===== src/rtl/motor_ramp_sched.sv =====
// motor_ramp_sched: command scheduler in front of the motor PWM controller.
// Accepts signed 11-bit left/right target speeds over a valid/ready handshake
// and slews the lft/rht commands toward them by at most STEP counts per PWM
// period (2**PERIOD_BITS clocks). Emergency stop zeroes both commands at once.
//
// Optional feature: define MOTOR_WDOG_EN to add a command watchdog. If no
// command is accepted for WD_PERIODS periods, both targets fall to zero and
// the outputs ramp down normally.
//
// Ports:
//   clk      system clock, all logic on posedge
//   rst      synchronous reset, active-high
//   cmd_vld  new target pair valid
//   cmd_rdy  scheduler can accept a target pair (combinational)
//   cmd_lft  signed left target speed
//   cmd_rht  signed right target speed
//   estop    emergency stop, level-sensitive
//   lft      signed left command to the PWM controller
//   rht      signed right command to the PWM controller
//   busy     1 while either output differs from its target
//   tick     1-cycle strobe in the last clock of each period
module motor_ramp_sched #(
    parameter int unsigned PERIOD_BITS = 10,
    parameter int unsigned STEP        = 32,
    parameter int unsigned WD_PERIODS  = 64
) (
    input  logic        clk,
    input  logic        rst,
    input  logic        cmd_vld,
    output logic        cmd_rdy,
    input  logic [10:0] cmd_lft,
    input  logic [10:0] cmd_rht,
    input  logic        estop,
    output logic [10:0] lft,
    output logic [10:0] rht,
    output logic        busy,
    output logic        tick
);

    localparam int unsigned DW = 11;

    localparam logic [1:0] S_IDLE  = 2'd0;
    localparam logic [1:0] S_RAMP  = 2'd1;
    localparam logic [1:0] S_ESTOP = 2'd2;

    localparam logic [PERIOD_BITS-1:0] CNT_MAX = '1;
    localparam logic signed [DW:0]     STEP_S  = (DW+1)'(STEP);
    localparam logic [DW-1:0]          STEP_U  = DW'(STEP);
    localparam logic [DW-1:0]          NEG_MAX = 11'h400;   // -1024
    localparam logic [DW-1:0]          NEG_LIM = 11'h401;   // -1023

    // Reject parameter values the datapath cannot represent.
    if (STEP < 1 || STEP > 1023 || WD_PERIODS < 1) begin : g_bad_param
        $error("motor_ramp_sched: STEP must be 1..1023 and WD_PERIODS >= 1");
    end

    logic [1:0]             state_q, state_d;
    logic [PERIOD_BITS-1:0] cnt_q, cnt_d;
    logic                   tick_q, tick_d;
    logic [DW-1:0]          lft_q, lft_d, rht_q, rht_d;
    logic [DW-1:0]          tgt_l_q, tgt_l_d, tgt_r_q, tgt_r_d;
    logic                   busy_q, busy_d;
    logic                   accept_c;

`ifdef MOTOR_WDOG_EN
    localparam int unsigned          WD_W   = $clog2(WD_PERIODS + 1);
    localparam logic [WD_W-1:0]      WD_LIM = WD_W'(WD_PERIODS);
    logic [WD_W-1:0]                 wd_q, wd_d;
`endif

    // -1024 has no positive counterpart; pull it in to keep the range symmetric.
    function automatic logic [DW-1:0] clamp_tgt(input logic [DW-1:0] v);
        return (v == NEG_MAX) ? NEG_LIM : v;
    endfunction

    // Move cur toward tgt by at most STEP; difference taken at 12 bits so it cannot wrap.
    function automatic logic [DW-1:0] step_toward(input logic [DW-1:0] cur,
                                                  input logic [DW-1:0] tgt);
        logic signed [DW:0] diff;
        diff = $signed({tgt[DW-1], tgt}) - $signed({cur[DW-1], cur});
        if (diff > STEP_S) begin
            return cur + STEP_U;
        end else if (diff < -STEP_S) begin
            return cur - STEP_U;
        end else begin
            return tgt;
        end
    endfunction

    assign cmd_rdy  = !rst && (state_q != S_ESTOP);
    assign accept_c = cmd_vld && cmd_rdy;

    // State and datapath registers.
    always_ff @(posedge clk) begin
        state_q <= state_d;
        cnt_q   <= cnt_d;
        tick_q  <= tick_d;
        lft_q   <= lft_d;
        rht_q   <= rht_d;
        tgt_l_q <= tgt_l_d;
        tgt_r_q <= tgt_r_d;
        busy_q  <= busy_d;
`ifdef MOTOR_WDOG_EN
        wd_q    <= wd_d;
`endif
    end

    // Next-state: rst > estop > (step, accept).
    always_comb begin
        state_d = state_q;
        cnt_d   = cnt_q + PERIOD_BITS'(1);
        tick_d  = 1'b0;
        lft_d   = lft_q;
        rht_d   = rht_q;
        tgt_l_d = tgt_l_q;
        tgt_r_d = tgt_r_q;
        busy_d  = busy_q;
`ifdef MOTOR_WDOG_EN
        wd_d    = wd_q;
`endif

        tick_d = (cnt_d == CNT_MAX);

        if (rst) begin
            state_d = S_IDLE;
            cnt_d   = '0;
            tick_d  = 1'b0;
            lft_d   = '0;
            rht_d   = '0;
            tgt_l_d = '0;
            tgt_r_d = '0;
            busy_d  = 1'b0;
`ifdef MOTOR_WDOG_EN
            wd_d    = '0;
`endif
        end else if (estop) begin
            state_d = S_ESTOP;
            lft_d   = '0;
            rht_d   = '0;
            tgt_l_d = '0;
            tgt_r_d = '0;
            busy_d  = 1'b0;
`ifdef MOTOR_WDOG_EN
            wd_d    = '0;
`endif
        end else if (state_q == S_ESTOP) begin
            // Outputs and targets are already zero; leave only on a period boundary.
            if (tick_q) begin
                state_d = S_IDLE;
            end
        end else begin
            // Step uses the targets held before this edge; a coincident accept
            // only takes effect from the next tick.
            if (tick_q) begin
                lft_d = step_toward(lft_q, tgt_l_q);
                rht_d = step_toward(rht_q, tgt_r_q);
            end
            if (accept_c) begin
                tgt_l_d = clamp_tgt(cmd_lft);
                tgt_r_d = clamp_tgt(cmd_rht);
            end
`ifdef MOTOR_WDOG_EN
            // Counts periods since the last accept, saturating at the limit.
            if (accept_c) begin
                wd_d = '0;
            end else if (tick_q && (wd_q != WD_LIM)) begin
                wd_d = wd_q + WD_W'(1);
            end
            if (!accept_c && (wd_q != WD_LIM) && (wd_d == WD_LIM)) begin
                tgt_l_d = '0;
                tgt_r_d = '0;
            end
`endif
            busy_d  = (lft_d != tgt_l_d) || (rht_d != tgt_r_d);
            state_d = busy_d ? S_RAMP : S_IDLE;
        end
    end

    assign lft  = lft_q;
    assign rht  = rht_q;
    assign busy = busy_q;
    assign tick = tick_q;

endmodule


===== config.mk =====
export PLATFORM = sky130hd
export DESIGN_NAME = motor_ramp_sched
export DESIGN_NICKNAME = d
export VERILOG_FILES = /design/src/rtl/motor_ramp_sched.sv
export SDC_FILE = /design/constraint.sdc
export NUM_CORES = 1
export LEC_CHECK = 0
export CELL_PAD_IN_SITES_DETAIL_PLACEMENT = 1
export CELL_PAD_IN_SITES_GLOBAL_PLACEMENT = 2
export CORE_ASPECT_RATIO = 1.25
export CORE_MARGIN = 4
export CORE_UTILIZATION = 37
export CTS_CLUSTER_SIZE = 25
export DETAILED_ROUTE_END_ITERATION = 7
export HOLD_SLACK_MARGIN = 0.12
export PLACE_DENSITY_LB_ADDON = 0.1
export SLEW_MARGIN = 20
export SYNTH_ARGS = -nofsm -noshare
export SYNTH_HDL_FRONTEND = slang
export SYNTH_SLANG_ARGS = --single-unit

===== constraint.sdc =====
create_clock -name clk -period 9.1 [get_ports clk]
set_clock_uncertainty 0.2 [all_clocks]
set_input_delay 1.365 -clock clk [delete_from_list [all_inputs] [get_ports clk]]
set_output_delay 1.365 -clock clk [all_outputs]
set_load 0.03 [all_outputs]

==> results of run 1 <==
-- power groups by stage --
| stage | logic (mW) | registers [mW] | clock network (mW) |
|---|---|---|---|
| detailed placement | 0.200 | 0.269 | 0 |
| global placement | 0.195 | 0.269 | 0 |
| finish | 0.202 | 0.263 | 0.379 |
| floorplan | 0.135 | 0.268 | 0 |
| global route | 0.219 | 0.264 | 0.398 |
| CTS | 0.201 | 0.263 | 0.386 |
-- layout make-up --
type	instances	area share
clock buffers	9	0.0352
clock inverters	7	0.0158
inverters	49	0.0287
well taps	178	0.0348
repair buffers	56	0.0852
flip-flops and latches	58	0.181
multi-input cells	578	0.619
-- kinds of logic (layout without fill, tap and decap cells) --
kind of cell / count (synthesis) / count (layout) / share of synthesized area
AND/OR/NAND/NOR: 256 / 256 / 0.237
AO/OA/AOI/OAI: 229 / 229 / 0.309
buffers and inverters: 85 / 121 / 0.0648
flip-flops: 58 / 58 / 0.213
XOR/XNOR: 45 / 45 / 0.0721
adder cells (fa/ha/maj): 30 / 30 / 0.0714
multiplexers: 18 / 18 / 0.0337
-- cells in the final DEF, fill, tap and decap left out, types with 4 or more instances in the layout --
master           netlist  layout
nand2_1               64      64
dfxtp_1               58      58
nor2_1                57      56
clkdlybuf4s50_1        0      50
inv_1                 47      47
o21ai_0               42      42
a21oi_1               35      35
a22o_1                32      32
xnor2_1               28      28
ha_1                  28      28
nand3_1               25      25
nor3_1                24      24
xor2_1                17      17
o22ai_1               17      17
nand2b_1              15      15
mux2i_1               15      15
nand4_1               12      12
or3_1                 11      11
o211ai_1              10      10
nor4_1                 9       9
o21a_1                 9       9
clkbuf_16              0       9
nor2b_1                7       7
o2111ai_1              7       7
buf_4                  2       6
and3_1                 5       5
a21o_1                 5       5
a31oi_1                5       5
and4b_1                4       4
a311oi_1               4       4
and2_1                 4       4
o32ai_1                4       4
o311ai_0               4       4
a221oi_1               4       4
-- path summary, 6_finish.rpt --
kind / end / slack [ps] / from / cells past startpoint
max: state_q[0]$_SDFFE_PP0P_ / 3730 / lft[5]$_SDFFE_PP0N_ / 15
min reg2reg: cnt_q[0]$_SDFF_PP0_ / 280 / cnt_q[0]$_SDFF_PP0_ / 1
min: cnt_q[0]$_SDFF_PP0_ / 280 / cnt_q[0]$_SDFF_PP0_ / 1
max reg2reg: state_q[0]$_SDFFE_PP0P_ / 3730 / lft[5]$_SDFFE_PP0N_ / 15
-- state kept, by name, indices dropped and copies added (netlist names) --
name	cells
cnt_q	10
tick	1
state_q	2
lft	11
rht	11
tgt_l_q	11
tgt_r_q	11
busy	1
-- layer usage --
layer,global-route usage,vias up,routed length (um)
met4,0.100,0,565
li1,-,2750,-
met3,0.0333,34,534
met2,0.449,109,10700
met1,0.305,2860,8670
met5,0,-,0
-- per-stage QoR --
| step | power (mW) | cells |
|---|---|---|
| final | 0.845 | 935 |
| after CTS | 0.850 | 935 |
| after global placement | 0.464 | 919 |
| after detailed placement | 0.469 | 919 |
| after floorplan | 0.403 | 721 |
| after global routing | 0.881 | 935 |
==> flow_summary.yaml, run 1 <==
grt:
  grt_max_degree: 33
  grt_pass1_vias: 6232
  grt_pass1_wl_mm: 33.4
  antenna_found_initial: 0
  track_usage: 0.253
  overflow: 0
hold_path:
  worstHoldPathType: "flop to flop"
sta:
  setup_slack_ps: 3730
  finalSetupViolations: 0
  finalCritPeriodShare: 0.590
  tns_ps: 0
  max_clock_freq_ghz: 0.186
  finalCriticalPeriod_ps: 5370
  slew_viol_final: 0
  holdWs_ps: 279
  tightest_slew_ps: 1040
  maxSlewHeadroom: 0.299
  hold_viol: 0
  rsz0062_at_grt: "false"
power:
  p_comb_frac: 0.239
  seq_power_share: 0.312
  p_sw_mw: 0.270
  vdd_drop_max_mv: 0.0734
  p_per_area_nw_per_um2: 132
  switching_share: 0.319
  p_clk_frac: 0.449
  intPower_mw: 0.575
  p_leak_nw: 2.45
synth:
  synth_nets: 777
  yosysTopAreaCell: "dfxtp_1"
  synth.distinct_cells: 80
  ys_seq_elements: 58
  synth_commonest_cells: "nand2_1 (64), dfxtp_1 (58), nor2_1 (57)"
  syn_area_sq_um: 5460
  yosysWarnings: 0
  yosys_most_used_dff: "dfxtp_1"
  synth_edf_count: 0
  netlist.area_leader.share: 0.213
  ys_top_cells_by_area: "dfxtp_1 (21%), ha_1 (6.4%), a22o_1 (5.1%), xnor2_1 (4.5%), nand2_1 (4.4%)"
  ys_seq_area_frac: 0.213
  synth_cells: 721
  yosysMostFrequentCell: "nand2_1"
  synthArstFlopShare: 0
  avgSynthCellArea_sq_um: 7.58
clock_network:
  cts.sinks: 58
  clk_latency_ps: 340
  post_cts_buffers: 0
  cts_buffer_depth: 2
  postCtsHoldBufs: 0
  root_buffer: "clkbuf_16"
  cts_buffers: 9
  htree_levels: 3
  clk_pin_slew_ps: 60
  ctsResizeCount: 0
  cts_tree: "built"
placement:
  port_buffers: 50
  dp_hpwl_mm: 15.7
  dpl_cell_area_sq_um: 6070
  place_ws_ps: 3580
  routabilityCongestion: 0.937
die:
  rows: 49
  placeableCoreArea_sq_um: 14400
  ios: 51
  die_x_um: 117
  dieArea_sq_um: 16800
  dieHeight_um: 144
  initial_core_util: 0.379
final_layout:
  antennaDiodeCount: 0
  final_cell_area_sq_um: 6400
  layout-drive-gt1-share: 0.0594
  final_util: 0.444
  seqCellArea_sq_um: 1160
  multi_input_area_sq_um: 3960
  synthToLayoutAreaGrowth_pct: 17.1
  fillers: 1765
  nets: 808
job:
  maxCapViolations: 0
run_status:
  status: "finished, final reports clean"
critical_path:
  path_cells: "clkinv_1 -> ha_1 -> o211ai_1 -> a21oi_1 -> o21ai_0 -> a211oi_1 -> or4b_1 -> o22ai_1 -> o32ai_1 -> a31oi_1 -> o2111ai_1 -> a2111oi_0 -> and4b_1 -> and3_1 -> a21oi_1"
  required_ps: 9090
  worstSetupStartpointType: "flop"
  cp_max_fo: 11
  slowest_stage: "or4b_1"
  arrival_ps: 5360
  cp_common_cell: "a21oi_1"
  cp-end-kind: "flop"
  slowest_delay_ps: 660
  crit_type: "flop to flop"
  critPathBufInv: 1
  critical_path.top_delay_family: "compound AO/OA/AOI/OAI gates"
detailed_routing:
  wl_per_cell_um: 21.9
  drc: 0
  first_pass_iters: 5
  routed_via_density: 6.15
  wl_mm: 20.4
  vias: 5753
  final_antenna_net_count: 0
  drt_iter0_markers: 369
(Power assumes the default switching activity.)
==> run 2, diff against run 1 <==
CORE_UTILIZATION = 34   (was 37)
clock period = 5.55 ns   (was 9.1 ns; I/O delays follow)
==> flow_summary.yaml, run 2 (synthesized netlist as in run 1, its figures left out) <==
detailed_routing:
  wl_mm: 20.8
  drt_iter0_markers: 493
  wl_per_cell_um: 21.2
  routed_via_density: 5.94
  final_antenna_net_count: 0
  first_pass_iters: 5
  vias: 5814
  drc: 0
critical_path:
  crit_type: "flop to flop"
  ff2ff_setup_slack_ps: 470
  required_ps: 5580
  cp_max_fo: 11
  r2r-end: "state_q[0]$_SDFFE_PP0P_"
  regToRegStartpoint: "lft[5]$_SDFFE_PP0N_"
  cp-end-kind: "flop"
  worstSetupStartpointType: "flop"
  arrival_ps: 5100
  rr_worst_depth: 15
die:
  rows: 51
  placeableCoreArea_sq_um: 15700
  ios: 51
  dieArea_sq_um: 18200
  dieHeight_um: 150
  initial_core_util: 0.348
  die_x_um: 121
clock_network:
  post_cts_buffers: 0
  clk_pin_slew_ps: 60
  postCtsHoldBufs: 0
  root_buffer: "clkbuf_16"
  ctsResizeCount: 0
  htree_levels: 3
  cts.sinks: 58
  cts_buffers: 9
  cts_tree: "built"
  clk_latency_ps: 340
  cts_buffer_depth: 2
sta:
  rsz0062_at_grt: "false"
  hold_viol: 0
  maxSlewHeadroom: 0.433
  tns_ps: 0
  max_clock_freq_ghz: 0.197
  slew_viol_final: 0
  finalCritPeriodShare: 0.914
  finalCriticalPeriod_ps: 5080
  finalSetupViolations: 0
  tightest_slew_ps: 841
  setup_slack_ps: 475
  holdWs_ps: 274
hold_path:
  worstHoldEndpoint: "cnt_q[0]$_SDFF_PP0_"
  hold-path-cell-count: 1
  worstHoldPathType: "flop to flop"
  min_from: "cnt_q[0]$_SDFF_PP0_"
placement:
  routabilityCongestion: 0.902
  dp_hpwl_mm: 16.0
  place_ws_ps: 570
  port_buffers: 50
final_layout:
  nets: 818
  final_common_cell: "nand2_1"
  layout-drive-gt1-share: 0.0704
  final_cell_mix: "nand2_1 (64), dfxtp_1 (58), nor2_1 (57)"
  fillers: 1985
  antennaDiodeCount: 0
  synthToLayoutAreaGrowth_pct: 19.2
power:
  p_per_area_nw_per_um2: 214
  vdd_drop_max_mv: 0.151
  p_leak_nw: 2.50
grt:
  grt_max_degree: 33
  grt_pass1_wl_mm: 33.3
  antenna_found_initial: 0
  track_usage: 0.232
  grt_pass1_vias: 6018
  overflow: 0
run_status:
  status: "finished, final reports clean"
job:
  maxCapViolations: 0
-- run 2: power breakdown --
part / total [mW] / switching [mW] / leakage, nW / internal (mW)
Sequential: 0.431 / 0.00811 / 0.469 / 0.423
Clock: 0.630 / 0.234 / 0.152 / 0.396
Combinational: 0.336 / 0.208 / 1.88 / 0.128
-- run 2: routing by layer --
| metal | share of wire | track usage | vias up |
|---|---|---|---|
| li1 | - | - | 2765 |
| met1 | 0.42 | 0.282 | 2856 |
| met2 | 0.51 | 0.411 | 152 |
| met3 | 0.041 | 0.0336 | 41 |
| met4 | 0.029 | 0.0869 | 0 |
| met5 | 0 | 0 | - |
-- run 2: worst max-delay path by stage --
stage | cells past startpoint | from | to
2_1_floorplan | 19 | lft[5]$_SDFFE_PP0N_ | state_q[0]$_SDFFE_PP0P_
3_3_place_gp | 14 | lft[5]$_SDFFE_PP0N_ | state_q[0]$_SDFFE_PP0P_
3_5_place_dp | 15 | lft[5]$_SDFFE_PP0N_ | state_q[0]$_SDFFE_PP0P_
4_1_cts | 15 | lft[5]$_SDFFE_PP0N_ | state_q[0]$_SDFFE_PP0P_
5_1_grt | 15 | lft[5]$_SDFFE_PP0N_ | state_q[0]$_SDFFE_PP0P_
6_report | 15 | lft[5]$_SDFFE_PP0N_ | state_q[0]$_SDFFE_PP0P_
-- run 2: layout make-up --
class	count	area, sq um	share of cell area
Multi-Input combinational cell	578	3960	0.607
Clock buffer	9	225	0.0346
Clock inverter	7	101	0.0156
Tap cell	212	265	0.0407
Timing Repair Buffer	66	621	0.0953
Inverter	49	184	0.0282
Sequential cell	58	1160	0.178
-- run 2: critical path, cell delays in order (launching register included) --
cell and delay, ps:
dfxtp_1 560, clkinv_1 170, ha_1 520, o211ai_1 180
a21oi_1 250, o21ai_0 170, a211oi_1 260, or4b_1 670
o22ai_1 580, o32ai_1 160, a31oi_1 210, o2111ai_1 130
a2111oi_0 400, and4b_1 250, and3_1 170, a21oi_1 70
-- run 2: per-stage QoR --
step	power, mW	cells	cell area (sq um)	utilization
6_report	1.40	979	6520	0.415
5_1_grt	1.45	979	6520	0.415
4_1_cts	1.41	979	6510	0.415
3_5_place_dp	0.773	963	6180	0.394
3_3_place_gp	0.770	963	6180	0.394
2_1_floorplan	0.661	721	5460	-
